File: config.mk
export PLATFORM = sky130hd
export DESIGN_NAME = led_display_ctrl
export DESIGN_NICKNAME = d
export VERILOG_FILES = /design/src/rtl/led_disp_pkg.sv /design/src/rtl/led_tick_gen.sv /design/src/rtl/led_display_ctrl.sv
export SDC_FILE = /design/constraint.sdc
export NUM_CORES = 1
export LEC_CHECK = 0
export CAP_MARGIN = 15
export CORE_ASPECT_RATIO = 1.5
export CORE_MARGIN = 2
export CORE_UTILIZATION = 45
export CTS_CLUSTER_DIAMETER = 60
export DETAILED_ROUTE_END_ITERATION = 10
export PLACE_DENSITY = 0.7
export RECOVER_POWER = 50
export SYNTH_ARGS = -nofsm -noshare
export SYNTH_HDL_FRONTEND = slang
export SYNTH_SLANG_ARGS = --single-unit
File: constraint.sdc
create_clock -name clk -period 2.6 [get_ports clk]
set_input_delay 0.39 -clock clk [delete_from_list [all_inputs] [get_ports clk]]
set_output_delay 0.39 -clock clk [all_outputs]
set_load 0.01 [all_outputs]
File: src/rtl/led_disp_pkg.sv
// Shared mode encoding and the channel-index width helper for the LED display driver.
package led_disp_pkg;

  typedef enum logic [1:0] {
    MODE_DIRECT = 2'b00,
    MODE_LATCH  = 2'b01,
    MODE_BLINK  = 2'b10,
    MODE_SCROLL = 2'b11
  } mode_e;

  // A single channel still needs a 1-bit select port.
  function automatic int sel_width(input int n);
    return (n > 1) ? $clog2(n) : 1;
  endfunction

endpackage

File: src/rtl/led_tick_gen.sv
// Free-running prescaler; tick pulses for one cycle every PRESCALE clocks.
module led_tick_gen #(
  parameter int PRESCALE = 50_000_000
)(
  input  logic clk,
  input  logic rst,
  output logic tick
);
  localparam int CW = $clog2(PRESCALE);
  localparam logic [CW-1:0] LAST = CW'(PRESCALE - 1);

  logic [CW-1:0] cnt;

  // tick is registered, so it appears the cycle after the count hits LAST.
  always_ff @(posedge clk or posedge rst) begin
    if (rst) begin
      cnt  <= '0;
      tick <= 1'b0;
    end else begin
      tick <= (cnt == LAST);
      cnt  <= (cnt == LAST) ? '0 : cnt + 1'b1;
    end
  end

endmodule

File: src/rtl/led_display_ctrl.sv
// Multi-channel LED bank driver: per-channel capture registers feeding a
// direct / latched / blinking / auto-scroll output mux.
module led_display_ctrl
  import led_disp_pkg::*;
#(
  parameter  int WIDTH    = 8,
  parameter  int CHANNELS = 4,
  parameter  int PRESCALE = 50_000_000,
  localparam int SEL_W    = sel_width(CHANNELS)
)(
  input  logic                      clk,
  input  logic                      rst,
  input  logic [CHANNELS*WIDTH-1:0] data_in,
  input  logic [CHANNELS-1:0]       load,
  input  logic [1:0]                mode,
  input  logic [SEL_W-1:0]          sel,
  output logic [WIDTH-1:0]          led_out,
  output logic [SEL_W-1:0]          cur_chan,
  output logic                      tick
);
  localparam logic [SEL_W:0]   NUM_CH  = (SEL_W+1)'(CHANNELS);
  localparam logic [SEL_W-1:0] LAST_CH = SEL_W'(CHANNELS - 1);

  logic [CHANNELS-1:0][WIDTH-1:0] din;
  logic [CHANNELS-1:0][WIDTH-1:0] chan_reg;
  logic [SEL_W-1:0]               sel_m;
  logic [SEL_W-1:0]               scroll_idx;
  logic                           blink_on;
  logic [WIDTH-1:0]               nxt_led;
  logic [SEL_W-1:0]               nxt_chan;

  assign din = data_in;

  // Out-of-range selects (non-power-of-2 CHANNELS) fall back to channel 0.
  assign sel_m = ({1'b0, sel} < NUM_CH) ? sel : '0;

  led_tick_gen #(.PRESCALE(PRESCALE)) u_tick (
    .clk  (clk),
    .rst  (rst),
    .tick (tick)
  );

  always_ff @(posedge clk or posedge rst) begin
    if (rst) begin
      chan_reg <= '0;
    end else begin
      for (int i = 0; i < CHANNELS; i++)
        if (load[i]) chan_reg[i] <= din[i];
    end
  end

  // Blink phase and scroll position are pinned while their mode is inactive
  // so each mode always starts lit / at the selected channel.
  always_ff @(posedge clk or posedge rst) begin
    if (rst) begin
      blink_on   <= 1'b1;
      scroll_idx <= '0;
    end else begin
      if (mode_e'(mode) != MODE_BLINK) blink_on <= 1'b1;
      else if (tick)                   blink_on <= ~blink_on;

      if (mode_e'(mode) != MODE_SCROLL) scroll_idx <= sel_m;
      else if (tick)                    scroll_idx <= (scroll_idx == LAST_CH) ? '0 : scroll_idx + 1'b1;
    end
  end

  always_comb begin
    nxt_led  = chan_reg[sel_m];
    nxt_chan = sel_m;
    case (mode_e'(mode))
      MODE_DIRECT: nxt_led = din[sel_m];
      MODE_LATCH:  nxt_led = chan_reg[sel_m];
      MODE_BLINK:  nxt_led = blink_on ? chan_reg[sel_m] : '0;
      MODE_SCROLL: begin
        nxt_led  = chan_reg[scroll_idx];
        nxt_chan = scroll_idx;
      end
      default: ;
    endcase
  end

  always_ff @(posedge clk or posedge rst) begin
    if (rst) begin
      led_out  <= '0;
      cur_chan <= '0;
    end else begin
      led_out  <= nxt_led;
      cur_chan <= nxt_chan;
    end
  end

endmodule

* After elaboration in Yosys (flattened, before gate mapping)
Index checks and enable logic that the tools add are counted.
** Storage, ports and cells
- Register bits after elaboration :: 72
- Bits of input ports :: 42
** Cells by class
- Add/subtract/negate cells :: 2
- Magnitude comparators :: 2
- Equal/unequal tests :: 7
- Muxes and demuxes :: 15
- Bitwise logic cells :: 1
- Reductions and logical operators :: 3
** Operators by type and width (count)
- 8-bit binary-select mux with 2-bit select :: 3
- 8-bit two-way mux :: 4
- 8-bit case mux with 4 select lines :: 1
- 26-bit by 1-bit adder with 26-bit output, second input constant :: 1
- 26-bit == test, second input constant :: 1
- 26-bit two-way mux :: 1
- 2-bit two-way mux :: 4
- 2-bit == test, second input constant :: 3
- 2-bit by 3-bit less-than comparator with 1-bit output, second input constant :: 2
- 2-bit != test, second input constant :: 2
- 2-bit nonzero test :: 2
- 2-bit by 1-bit adder with 2-bit output, second input constant :: 1
- 2-bit by 1-bit == test with 1-bit output, second input constant :: 1
- 2-bit logical NOT :: 1
- 1-bit two-way mux :: 2
- 1-bit inverter :: 1

* Depth between registers and ports, before layout
Gate-level depths: netlist (run 1).
- Depth after elaboration :: 4
- Depth in mapped cells :: 6
- Depth with buffers taken out :: 4

* Cells and area by module
From an unflattened synthesis (run 1), not the netlist that was laid out.
** Second synthesis, totals
- Cell total of the unflattened synthesis :: 305
- Area total of the unflattened synthesis :: 3712.3 µm²
** By module, submodules not included
- led_display_ctrl :: times used 1, cells an instance 177, area an instance 2388.5 µm²
- led_tick_gen :: times used 1, cells an instance 128, area an instance 1323.8 µm²

* Worst setup path after synthesis (run 1)
No wires, ideal clock.
- Path kind :: in2reg
- From :: input port sel[0]
- To :: register led_out[3]
- Library setup time :: 137 ps
- Arrival time :: 1630 ps
- Data required time :: 2463 ps
- Slack :: 833 ps
- Cell stages on the path :: 5
- Cells stage by stage :: buf_2 > buf_4 > mux4_2 > a211oi_1 > a21oi_1
** On the way
- Word-level cells in the longest chain between the ends :: 4
- Elaborated cells on any way between the ends :: 6
- Those cells by class :: mux: 6
** Ends and longest elaborated chain
- from (decl) :: line led_display_ctrl.sv:16 : input logic [SEL_W-1:0] sel,
- 8-bit binary-select mux with 2-bit select :: line led_display_ctrl.sv:72, led_display_ctrl.sv:73
- 8-bit two-way mux (not written as such) :: line led_display_ctrl.sv:72, led_display_ctrl.sv:73
- 8-bit two-way mux :: line led_display_ctrl.sv:73 : MODE_BLINK: nxt_led = blink_on ? chan_reg[sel_m] : '0;
- 8-bit case mux with 4 select lines (*) :: line led_display_ctrl.sv:70 : case (mode_e'(mode))
- via nxt_led[3] :: line led_display_ctrl.sv:29 : logic [WIDTH-1:0] nxt_led;
- to (signal assigned) :: line led_display_ctrl.sv:87 : led_out <= nxt_led;
- to (decl) :: line led_display_ctrl.sv:17 : output logic [WIDTH-1:0] led_out,
The timed path passes the listed nets; every way through them passes the cells marked *. The select of a mux whose other input is x is not followed.
A chain may end at the register's enable or synchronous reset.

* Worst setup path after layout (run 1)
- From :: register u_tick.cnt[0]
- To :: register u_tick.cnt[14]
** On the way
- Word-level cells in the longest chain between the ends :: 2
- Elaborated cells on any way between the ends :: 3
- Those cells by class :: add/sub: 1; eq/ne: 1; mux: 1
** Ends and longest elaborated chain
- from (decl) :: line led_tick_gen.sv:12 : logic [CW-1:0] cnt;
- from (signal assigned) :: line led_tick_gen.sv:21 : cnt <= (cnt == LAST) ? '0 : cnt + 1'b1;
- 26-bit by 1-bit adder with 26-bit output / 26-bit == test (equally long branches) :: line led_tick_gen.sv:21
- 26-bit two-way mux (*) :: line led_tick_gen.sv:21
Every way passes the cells marked *; elsewhere a longest branch is shown, timed or not.

==> flow_metrics.env, run 1 <==
export IMPL_numClockSinks=72
export IMPL_nNetsFinal=396
export IMPL_synth_largest_type_area_fraction_pct=46.50
export IMPL_cts_htree_levels=3
export IMPL_numCtsBuffers=9
export IMPL_finalCritPeriodShare_pct=77.13
export IMPL_share_comb_of_total_power_pct=13.7
export IMPL_synth_area_leaders="dfrtp_1 (46%), mux4_2 (14%), mux2_2 (9.4%)"
export IMPL_critPathLaunchType="register"
export IMPL_area_sequential_mm2=0.001803
export IMPL_area_of_the_core_region_mm2=0.008310
export IMPL_place_hpwl_um=5659
export IMPL_fin_tns_setup_ns=0
export IMPL_pwr_density_cell_mw_per_mm2=608.2
export IMPL_cts_reportedPaths_clkPinSlew_ns=0.05
export IMPL_timing_critical_path_fanout_max=11
export IMPL_slew_limit_headroom_pct=-5.336
export IMPL_detail_route_antenna_nets=0
export IMPL_post_synth_inst_count=301
export IMPL_route_detailed_wl_per_inst_um=17.46
export IMPL_clk_root_buffer_cell="clkbuf_16"
export IMPL_grt_remaining_overflow=0
export IMPL_ys_warnings_count=0
export IMPL_grt_usage_pct=19.09
export IMPL_drv_cap=1
export IMPL_library_cells_used_by_synthesis=40
export IMPL_post_synth_edffs=0
export IMPL_synth_top_cell_by_area="dfrtp_1"
export IMPL_design_die_area_mm2=0.009260
export IMPL_worstPathRequired_ns=2.85
export IMPL_grt_first_pass_wirelength_um=13290
export IMPL_detailedRoute_firstIterationViolations=83
export IMPL_finalHoldWorstSlack_ns=0.4912
export IMPL_synthesis_nets=346
export IMPL_cts_tree="built"
export IMPL_most_common_library_cells_after_synthesis="dfrtp_1 (71), mux2_2 (32), mux4_2 (24)"
export IMPL_ctsLongestPathBuffers=2
export IMPL_detailedPlace_worstSlack_ns=0.3662
export IMPL_critPathCaptureType="register"
export IMPL_cts_repair_resized=0
export IMPL_seq_power_share_pct=43.4
export IMPL_critPathSlowestCell="or4_1"
export IMPL_async_reset_ff_share_pct=100.0
export IMPL_maxSlewViolCount=73
export IMPL_final_period_minus_worst_setup_slack_ns=2.005
export IMPL_final_design_area_no_fill_mm2=0.004728
export IMPL_antenna_cells=0
export IMPL_leakagePower_nw=1.848
export IMPL_globalplace_congestion=0.7988
export IMPL_largest_register_ffs=32
export IMPL_dieHeight_um=116.9
export IMPL_drtPass1Iterations=4
export IMPL_final_setup_viol_count=0
export IMPL_synth_top_flop_cell="dfrtp_1"
export IMPL_wl_um=8086
export IMPL_starting_utilization_of_the_core_area_pct=45.98
export IMPL_via_count_of_the_first_global_routing_pass=2747
export IMPL_insertion_delay_ns=0.33
export IMPL_fill_cell_count=705
export IMPL_power_frac_clock_pct=42.8
export IMPL_crit_type="register to register"
export IMPL_hold_depth=1
export IMPL_ys_ff_latch=72
export IMPL_power_switching_share_pct=22.28
export IMPL_fin_worst_skew_ns=0.007617
export IMPL_cp_cell_sequence="ha_1, nand4_1, or4_1, a21oi_1"
export IMPL_rsz0062_at_grt="false"
export IMPL_worst_hold_path_type="register to register"
export IMPL_core_rowCount=41
export IMPL_via_per_inst=5.896
export IMPL_fraction_of_layout_instances_using_a_drive_strength_above_1_pct=24.72
export IMPL_ctsHoldBuffers=0
export IMPL_post_cts_repair_setup_buffers=0
export IMPL_synthesized_area_per_cell_um2=12.69
export IMPL_worst_path_largest_cell_delay_ns=0.62
export IMPL_drc=0
export IMPL_worst_slack_ns=0.5946
export IMPL_status="finished, violations left"
export IMPL_grt_antenna_before_repair=0
export IMPL_multi_input_comb_area_mm2=0.001906
export IMPL_number_of_primary_i_o_pins=53
export IMPL_dpl_instance_area_mm2=0.004447
export IMPL_max_clock_freq_mhz=498.6
export IMPL_synthesis_area_mm2=0.003821
export IMPL_internal_power_w=0.002235
export IMPL_ir_drop_mv=0.4350
export IMPL_total_switching_power_w=0.0006406
export IMPL_post_synth_top_count_cell="dfrtp_1"
export IMPL_area_delta_synth_final_pct=23.74
export IMPL_report_final_hold_viol_count=0
export IMPL_ff2ff_path_depth=4
export IMPL_timing_worst_slew_pin_value_ns=1.580
export IMPL_vias=2730
export IMPL_violations="max-capacitance violations, max-slew violations"
export IMPL_synth_seq_area_share_pct=47.18
export IMPL_buffer_ports_inserted=52
export IMPL_fp_dieW_um=79.24
export IMPL_grt_start_max_net_pins=73
export IMPL_cp_data_arrival_time_ns=2.26
==> power by group through the flow <==
stage / logic, W / registers, W / clock network (W)
finish: 0.000395 / 0.00125 / 0.00123
global route: 0.000428 / 0.00126 / 0.00132
CTS: 0.000405 / 0.00125 / 0.00127
detailed placement: 0.000402 / 0.00127 / 0
global placement: 0.000394 / 0.00127 / 0
floorplan: 0.000247 / 0.00126 / 0
==> critical path: cells and delay by family (launching register included) <==
kind,cells,cell delay [ns]
flip-flops,1,0.47
AND/OR/NAND/NOR,2,1.06
adder cells (fa/ha/maj),1,0.25
AO/OA/AOI/OAI,1,0.15
==> layer usage <==
metal / share of wire [%] / track usage, %
met4: 2.3 / 8.851
met5: 0 / 0
met3: 3.2 / 3.758
met2: 54 / 33.62
met1: 40 / 22.51
==> layout by cell type, fill, tap and decap left out, types with 2 or more instances in the layout <==
cell,n
dfrtp_1,71
clkdlybuf4s50_1,51
mux2_2,32
mux4_2,24
a21oi_1,18
nand2_1,13
nand3_1,12
nor2b_1,10
o31ai_1,10
nor2_1,10
or4_1,9
clkbuf_16,9
a22oi_1,8
a211oi_1,8
xor2_1,8
nand4_1,7
xnor2_1,6
buf_4,6
nor3_1,4
and3_1,3
o21ai_0,3
ha_1,3
clkbuf_1,3
and4_1,2
and4_4,2
inv_1,2
mux2i_1,2
clkbuf_8,2
clkinv_2,2
==> cells by family after synthesis <==
| logic type | count (synthesis) | synth area share [%] |
|---|---|---|
| flops | 72 | 47.18 |
| xor+xnor | 14 | 3.209 |
| fa+ha+maj | 3 | 0.9824 |
| simple gates | 82 | 13.49 |
| compound gates | 48 | 8.088 |
| buf+inv | 24 | 2.947 |
| mux | 58 | 24.10 |
==> final timing paths <==
check	from	to	slack [ns]
setup / recovery	u_tick.cnt[0]	u_tick.cnt[14]	0.59
hold / removal	u_tick.cnt[11]	u_tick.cnt[11]	0.49
setup reg to reg	u_tick.cnt[0]	u_tick.cnt[14]	0.59
hold reg to reg	u_tick.cnt[11]	u_tick.cnt[11]	0.49
max in group asynchronous	rst	chan_reg[9]	0.73
min in group asynchronous	rst	u_tick.cnt[22]	0.94
==> stage by stage <==
stage                     cells  power [W]  utilization, %
after global routing        463   0.003010           56.90
after global placement      447   0.001660           53.51
after CTS                   463   0.002920           57.12
after floorplan             301   0.001503               -
final                       463   0.002876           56.90
after detailed placement    447   0.001672           53.51
==> area by class of cell <==
class                      instances  share of cell area [%]
multi-input combinational        205                   40.30
sequential                        72                   38.13
timing repair buffer              60                   12.15
clock buffer                      13                   5.504
tap                              107                   2.831
clock inverter                     3                  0.8468
inverter                           3                  0.2382
Power figures use the tool's default switching activity.
==> run 2, diff against run 1 <==
--- a/config.mk
+++ b/config.mk
@@ -11,7 +11,7 @@
 export CORE_UTILIZATION = 45
 export CTS_CLUSTER_DIAMETER = 60
 export DETAILED_ROUTE_END_ITERATION = 10
-export PLACE_DENSITY = 0.7
+export PLACE_DENSITY = 0.72
 export RECOVER_POWER = 50
 export SYNTH_ARGS = -nofsm -noshare
 export SYNTH_HDL_FRONTEND = slang
==> constraint.sdc (replaced) <==
create_clock -name clk -period 1.7 [get_ports clk]
set_input_delay 0.255 -clock clk [delete_from_list [all_inputs] [get_ports clk]]
set_output_delay 0.255 -clock clk [all_outputs]
set_load 0.01 [all_outputs]
==> flow_metrics.env, run 2 (synthesis gave the netlist of run 1 again) <==
export IMPL_worst_slack_ns=0.05798
export IMPL_fill_cell_count=661
export IMPL_numCtsBuffers=9
export IMPL_via_count_of_the_first_global_routing_pass=3027
export IMPL_path_buf_inv=1
export IMPL_fraction_of_layout_instances_using_a_drive_strength_above_1_pct=32.47
export IMPL_mostFrequentLayoutCell="dfrtp_1"
export IMPL_crit_family="buffers and inverters"
export IMPL_cts_htree_levels=3
export IMPL_dieHeight_um=116.9
export IMPL_fp_dieW_um=79.24
export IMPL_finalCritPeriodShare_pct=96.59
export IMPL_drtPass1Iterations=4
export IMPL_leakagePower_nw=2.021
export IMPL_worstPathRequired_ns=1.44
export IMPL_grt_remaining_overflow=0
export IMPL_largest_register_ffs=32
export IMPL_final_setup_viol_count=0
export IMPL_ir_drop_mv=0.6445
export IMPL_fin_worst_skew_ns=0.006918
export IMPL_ctsLongestPathBuffers=2
export IMPL_design_die_area_mm2=0.009260
export IMPL_grt_start_max_net_pins=53
export IMPL_wl_um=9004
export IMPL_cts_reportedPaths_clkPinSlew_ns=0.06
export IMPL_maxSlewViolCount=0
export IMPL_numClockSinks=72
export IMPL_grt_first_pass_wirelength_um=13940
export IMPL_drc=0
export IMPL_worst_hold_path_type="input port to asynchronous set/reset pin"
export IMPL_grt_antenna_before_repair=0
export IMPL_most_used_cells_in_the_layout_excluding_fill_and_tap_cells="dfrtp_1 (71), clkdlybuf4s50_1 (49), mux2_2 (32)"
export IMPL_cp_data_arrival_time_ns=1.39
export IMPL_globalplace_congestion=0.8117
export IMPL_drv_cap=0
export IMPL_finalHoldWorstSlack_ns=0.3841
export IMPL_buffer_ports_inserted=52
export IMPL_critPathLaunchType="register"
export IMPL_pwr_density_cell_mw_per_mm2=902.8
export IMPL_power_total_w=0.004571
export IMPL_final_period_minus_worst_setup_slack_ns=1.642
export IMPL_report_final_hold_viol_count=0
export IMPL_crit_type="register to primary output"
export IMPL_starting_utilization_of_the_core_area_pct=45.98
export IMPL_critPathCaptureType="primary output"
export IMPL_dpl_instance_area_mm2=0.004673
export IMPL_detailedRoute_firstIterationViolations=150
export IMPL_slew_limit_headroom_pct=52.83
export IMPL_route_detailed_wl_per_inst_um=18.19
export IMPL_status="finished, final reports clean"
export IMPL_nNetsFinal=428
export IMPL_number_of_primary_i_o_pins=53
export IMPL_insertion_delay_ns=0.34
export IMPL_cts_tree="built"
export IMPL_vias=2881
export IMPL_area_delta_synth_final_pct=32.51
export IMPL_antenna_cells=0
export IMPL_detail_route_antenna_nets=0
export IMPL_worst_path_largest_cell_delay_ns=0.58
export IMPL_timing_worst_slew_pin_value_ns=0.7075
export IMPL_critPathSlowestCell="clkdlybuf4s50_1"
export IMPL_final_design_area_no_fill_mm2=0.005064
export IMPL_timing_critical_path_fanout_max=4
export IMPL_place_hpwl_um=6062
export IMPL_clk_root_buffer_cell="clkbuf_16"
export IMPL_cp_cell_sequence="clkdlybuf4s50_1"
export IMPL_grt_usage_pct=19.78
export IMPL_max_clock_freq_mhz=609.0
export IMPL_via_per_inst=5.820
export IMPL_area_of_the_core_region_mm2=0.008310
export IMPL_core_rowCount=41
export IMPL_detailedPlace_worstSlack_ns=-0.3083
==> run 2: changes by cell type in the layout (fill, tap and decap cells not counted), sizes merged, moves of 2 or more <==
cell	change
buf	+26
clkbuf	+3
clkdlybuf4s50	-2
clkinvlp	+2
==> run 2: routing by layer <==
metal / wire (um) / track usage, % / share of wire (%)
met5: 0 / 0 / 0
met4: 236 / 10.34 / 2.6
met3: 297 / 3.681 / 3.3
met2: 4988 / 36.38 / 55
met1: 3481 / 21.51 / 39
==> run 2: cell type report <==
class	count	area, um2	area share [%]
tap	107	133.9	2.644
multi-input combinational	206	1943	38.37
timing repair buffer	91	857.1	16.93
inverter	3	12.51	0.2471
clock inverter	5	81.33	1.606
sequential	72	1803	35.61
clock buffer	11	232.7	4.596
==> run 2: final timing paths <==
path / from / end / slack (ns) / cells past startpoint
worst min register to register: u_tick.cnt[11] / u_tick.cnt[11] / 0.50 / 1
max in group asynchronous: rst / chan_reg[26] / 0.25 / 3
worst max register to register: u_tick.cnt[17] / u_tick.cnt[23] / 0.08 / 4
worst min-delay path: rst / chan_reg[5] / 0.38 / 2
min in group clk: sel[0] / cur_chan[0] / 0.49 / 4
worst max-delay path: u_tick.tick / tick / 0.06 / 1
==> run 2: repair_timing <==
item | 4_1_cts | 5_1_grt
resized for setup | 0 | 8
setup buffers | 0 | 7
setup endpoints to repair | 0 | 14
hold endpoints to repair | 0 | 0
hold buffers | 0 | 0
==> run 2: report_power, final <==
group / internal (W) / leakage (nW) / total [W] / switching [W]
sequential: 0.00183 / 0.888 / 0.00189 / 0.0000671
combinational: 0.000413 / 0.983 / 0.000678 / 0.000265
clock: 0.00128 / 0.150 / 0.00200 / 0.000714
==> run 2: through the flow <==
stage	cells	utilization, %	setup TNS (ns)
after floorplan	301	-	0
after global placement	470	56.23	-2.004
after detailed placement	470	56.23	-2.272
after CTS	486	60.01	0
after global routing	495	60.93	-0.004685
final	495	60.93	0
==> run 3, diff against run 2 <==
--- a/config.mk
+++ b/config.mk
@@ -5,13 +5,14 @@
 export SDC_FILE = /design/constraint.sdc
 export NUM_CORES = 1
 export LEC_CHECK = 0
+export ABC_CLOCK_PERIOD_IN_PS = 2100
 export CAP_MARGIN = 15
 export CORE_ASPECT_RATIO = 1.5
 export CORE_MARGIN = 2
 export CORE_UTILIZATION = 45
 export CTS_CLUSTER_DIAMETER = 60
 export DETAILED_ROUTE_END_ITERATION = 10
-export PLACE_DENSITY = 0.72
+export PLACE_DENSITY = 0.7
 export RECOVER_POWER = 50
 export SYNTH_ARGS = -nofsm -noshare
 export SYNTH_HDL_FRONTEND = slang
==> constraint.sdc (replaced) <==
create_clock -name clk -period 2.1 [get_ports clk]
set_input_delay 0.315 -clock clk [delete_from_list [all_inputs] [get_ports clk]]
set_output_delay 0.315 -clock clk [all_outputs]
set_load 0.01 [all_outputs]
==> flow_metrics.env, run 3 (synthesis gave the netlist of run 1 again) <==
export IMPL_ctsHoldBuffers=0
export IMPL_place_hpwl_um=6161
export IMPL_crit_type="register to register"
export IMPL_cp_data_arrival_time_ns=2.15
export IMPL_area_delta_synth_final_pct=26.00
export IMPL_fp_dieW_um=79.24
export IMPL_pwr_density_cell_mw_per_mm2=752.1
export IMPL_vias=2746
export IMPL_status="finished, final reports clean"
export IMPL_maxSlewViolCount=0
export IMPL_globalplace_congestion=0.7699
export IMPL_post_cts_repair_setup_buffers=0
export IMPL_number_of_primary_i_o_pins=53
export IMPL_grt_antenna_before_repair=0
export IMPL_power_frac_clock_pct=43.1
export IMPL_buffer_ports_inserted=52
export IMPL_worstPathRequired_ns=2.36
export IMPL_worst_path_largest_cell_delay_ns=0.58
export IMPL_wl_um=8637
export IMPL_detailedRoute_firstIterationViolations=112
export IMPL_fin_tns_setup_ns=0
export IMPL_numClockSinks=72
export IMPL_seq_power_share_pct=42.4
export IMPL_numCtsBuffers=9
export IMPL_detail_route_antenna_nets=0
export IMPL_final_design_area_no_fill_mm2=0.004815
export IMPL_worst_hold_path_type="register to register"
export IMPL_grt_first_pass_wirelength_um=14230
export IMPL_starting_utilization_of_the_core_area_pct=45.98
export IMPL_report_final_hold_viol_count=0
export IMPL_critPathLaunchType="register"
export IMPL_grt_usage_pct=20.49
export IMPL_via_count_of_the_first_global_routing_pass=2899
export IMPL_drtPass1Iterations=4
export IMPL_fin_worst_skew_ns=0.007306
export IMPL_via_per_inst=5.868
export IMPL_timing_worst_slew_pin_value_ns=0.8519
export IMPL_cts_reportedPaths_clkPinSlew_ns=0.05
export IMPL_mostFrequentLayoutCell="dfrtp_1"
export IMPL_crit_family="simple AND/OR/NAND/NOR gates"
export IMPL_nNetsFinal=402
export IMPL_slew_limit_headroom_pct=42.89
export IMPL_rsz0062_at_grt="false"
export IMPL_drv_cap=0
export IMPL_final_setup_viol_count=0
export IMPL_critPathCaptureType="register"
export IMPL_max_clock_freq_mhz=529.9
export IMPL_route_detailed_wl_per_inst_um=18.46
export IMPL_largest_register_ffs=32
export IMPL_total_switching_power_w=0.0008124
export IMPL_grt_remaining_overflow=0
export IMPL_area_of_the_core_region_mm2=0.008310
export IMPL_path_buf_inv=0
export IMPL_antenna_cells=0
export IMPL_internal_power_w=0.002808
export IMPL_cts_htree_levels=3
export IMPL_critPathSlowestCell="or4_1"
export IMPL_power_switching_share_pct=22.44
export IMPL_cts_repair_resized=0
export IMPL_ir_drop_mv=0.4608
export IMPL_dieHeight_um=116.9
export IMPL_insertion_delay_ns=0.34
export IMPL_timing_critical_path_fanout_max=17
export IMPL_design_die_area_mm2=0.009260
export IMPL_dpl_instance_area_mm2=0.004521
export IMPL_finalCritPeriodShare_pct=89.86
export IMPL_drc=0
export IMPL_cp_cell_sequence="and4_1, nand4_4, or4_1, a21oi_1"
export IMPL_share_comb_of_total_power_pct=14.6
export IMPL_leakagePower_nw=1.890
export IMPL_final_period_minus_worst_setup_slack_ns=1.887
export IMPL_ctsLongestPathBuffers=2
export IMPL_most_used_cells_in_the_layout_excluding_fill_and_tap_cells="dfrtp_1 (71), clkdlybuf4s50_1 (50), mux2_2 (32)"
export IMPL_core_rowCount=41
export IMPL_cts_tree="built"
export IMPL_grt_start_max_net_pins=33
export IMPL_clk_root_buffer_cell="clkbuf_16"
export IMPL_fraction_of_layout_instances_using_a_drive_strength_above_1_pct=26.04
==> run 3: cell types whose count changed in the layout (fill, tap and decap cells not counted), moves of 2 or more <==
| cell | before | now |
|---|---|---|
| a211oi_1 | 5 | 8 |
| a211oi_2 | 3 | 0 |
| and4_1 | 1 | 3 |
| buf_4 | 30 | 9 |
| clkbuf_1 | 5 | 2 |
| clkbuf_8 | 0 | 3 |
==> run 3: power groups by stage <==
stage                     Clock [W]  Sequential, W  Combinational [W]
after floorplan                   0        0.00155           0.000306
final                       0.00156        0.00153           0.000528
after CTS                   0.00159        0.00153           0.000537
after global placement            0        0.00155           0.000522
after detailed placement          0        0.00156           0.000534
after global routing        0.00165        0.00155           0.000575
==> run 3: routing by layer <==
| layer | share of wire (%) | wire, um | track usage (%) |
|---|---|---|---|
| met3 | 3.0 | 261 | 2.991 |
| met2 | 57 | 4885 | 38.47 |
| met4 | 2.2 | 187 | 11.03 |
| met1 | 38 | 3304 | 21.99 |
| met5 | 0 | 0 | 0 |
==> run 3: worst paths after layout <==
| path | startpoint | endpoint | slack [ns] | cells after the start |
|---|---|---|---|---|
| worst max register to register | u_tick.cnt[2] | u_tick.cnt[25] | 0.21 | 4 |
| worst min register to register | u_tick.cnt[11] | u_tick.cnt[11] | 0.50 | 1 |
| worst max-delay path | u_tick.cnt[2] | u_tick.cnt[25] | 0.21 | 4 |
| min in group asynchronous | rst | chan_reg[27] | 0.56 | 2 |
| worst min-delay path | u_tick.cnt[11] | u_tick.cnt[11] | 0.50 | 1 |
| max in group asynchronous | rst | chan_reg[20] | 0.42 | 3 |
==> run 3: cell type report <==
type,count,area (um2)
fillers,689,3496
multi-input cells,205,1903
flip-flops and latches,72,1803
repair buffers,66,655.6
clock buffers,12,266.5
well taps,107,133.9
clock inverters,3,40.04
inverters,3,12.51
==> run 3: stage by stage <==
step / setup WS (ns) / power (W) / std cells / hold slack [ns] / util, %
finish: 0.2130 / 0.003621 / 468 / 0.4991 / 57.93
global route: 0.1180 / 0.003765 / 468 / 0.5410 / 57.93
CTS: 0.2880 / 0.003662 / 468 / 0.3487 / 58.08
detailed placement: 0.01461 / 0.002092 / 453 / 0.4924 / 54.40
global placement: 0.04706 / 0.002074 / 453 / 0.4883 / 54.40
floorplan: 0.4081 / 0.001861 / 301 / 0.4557 / -
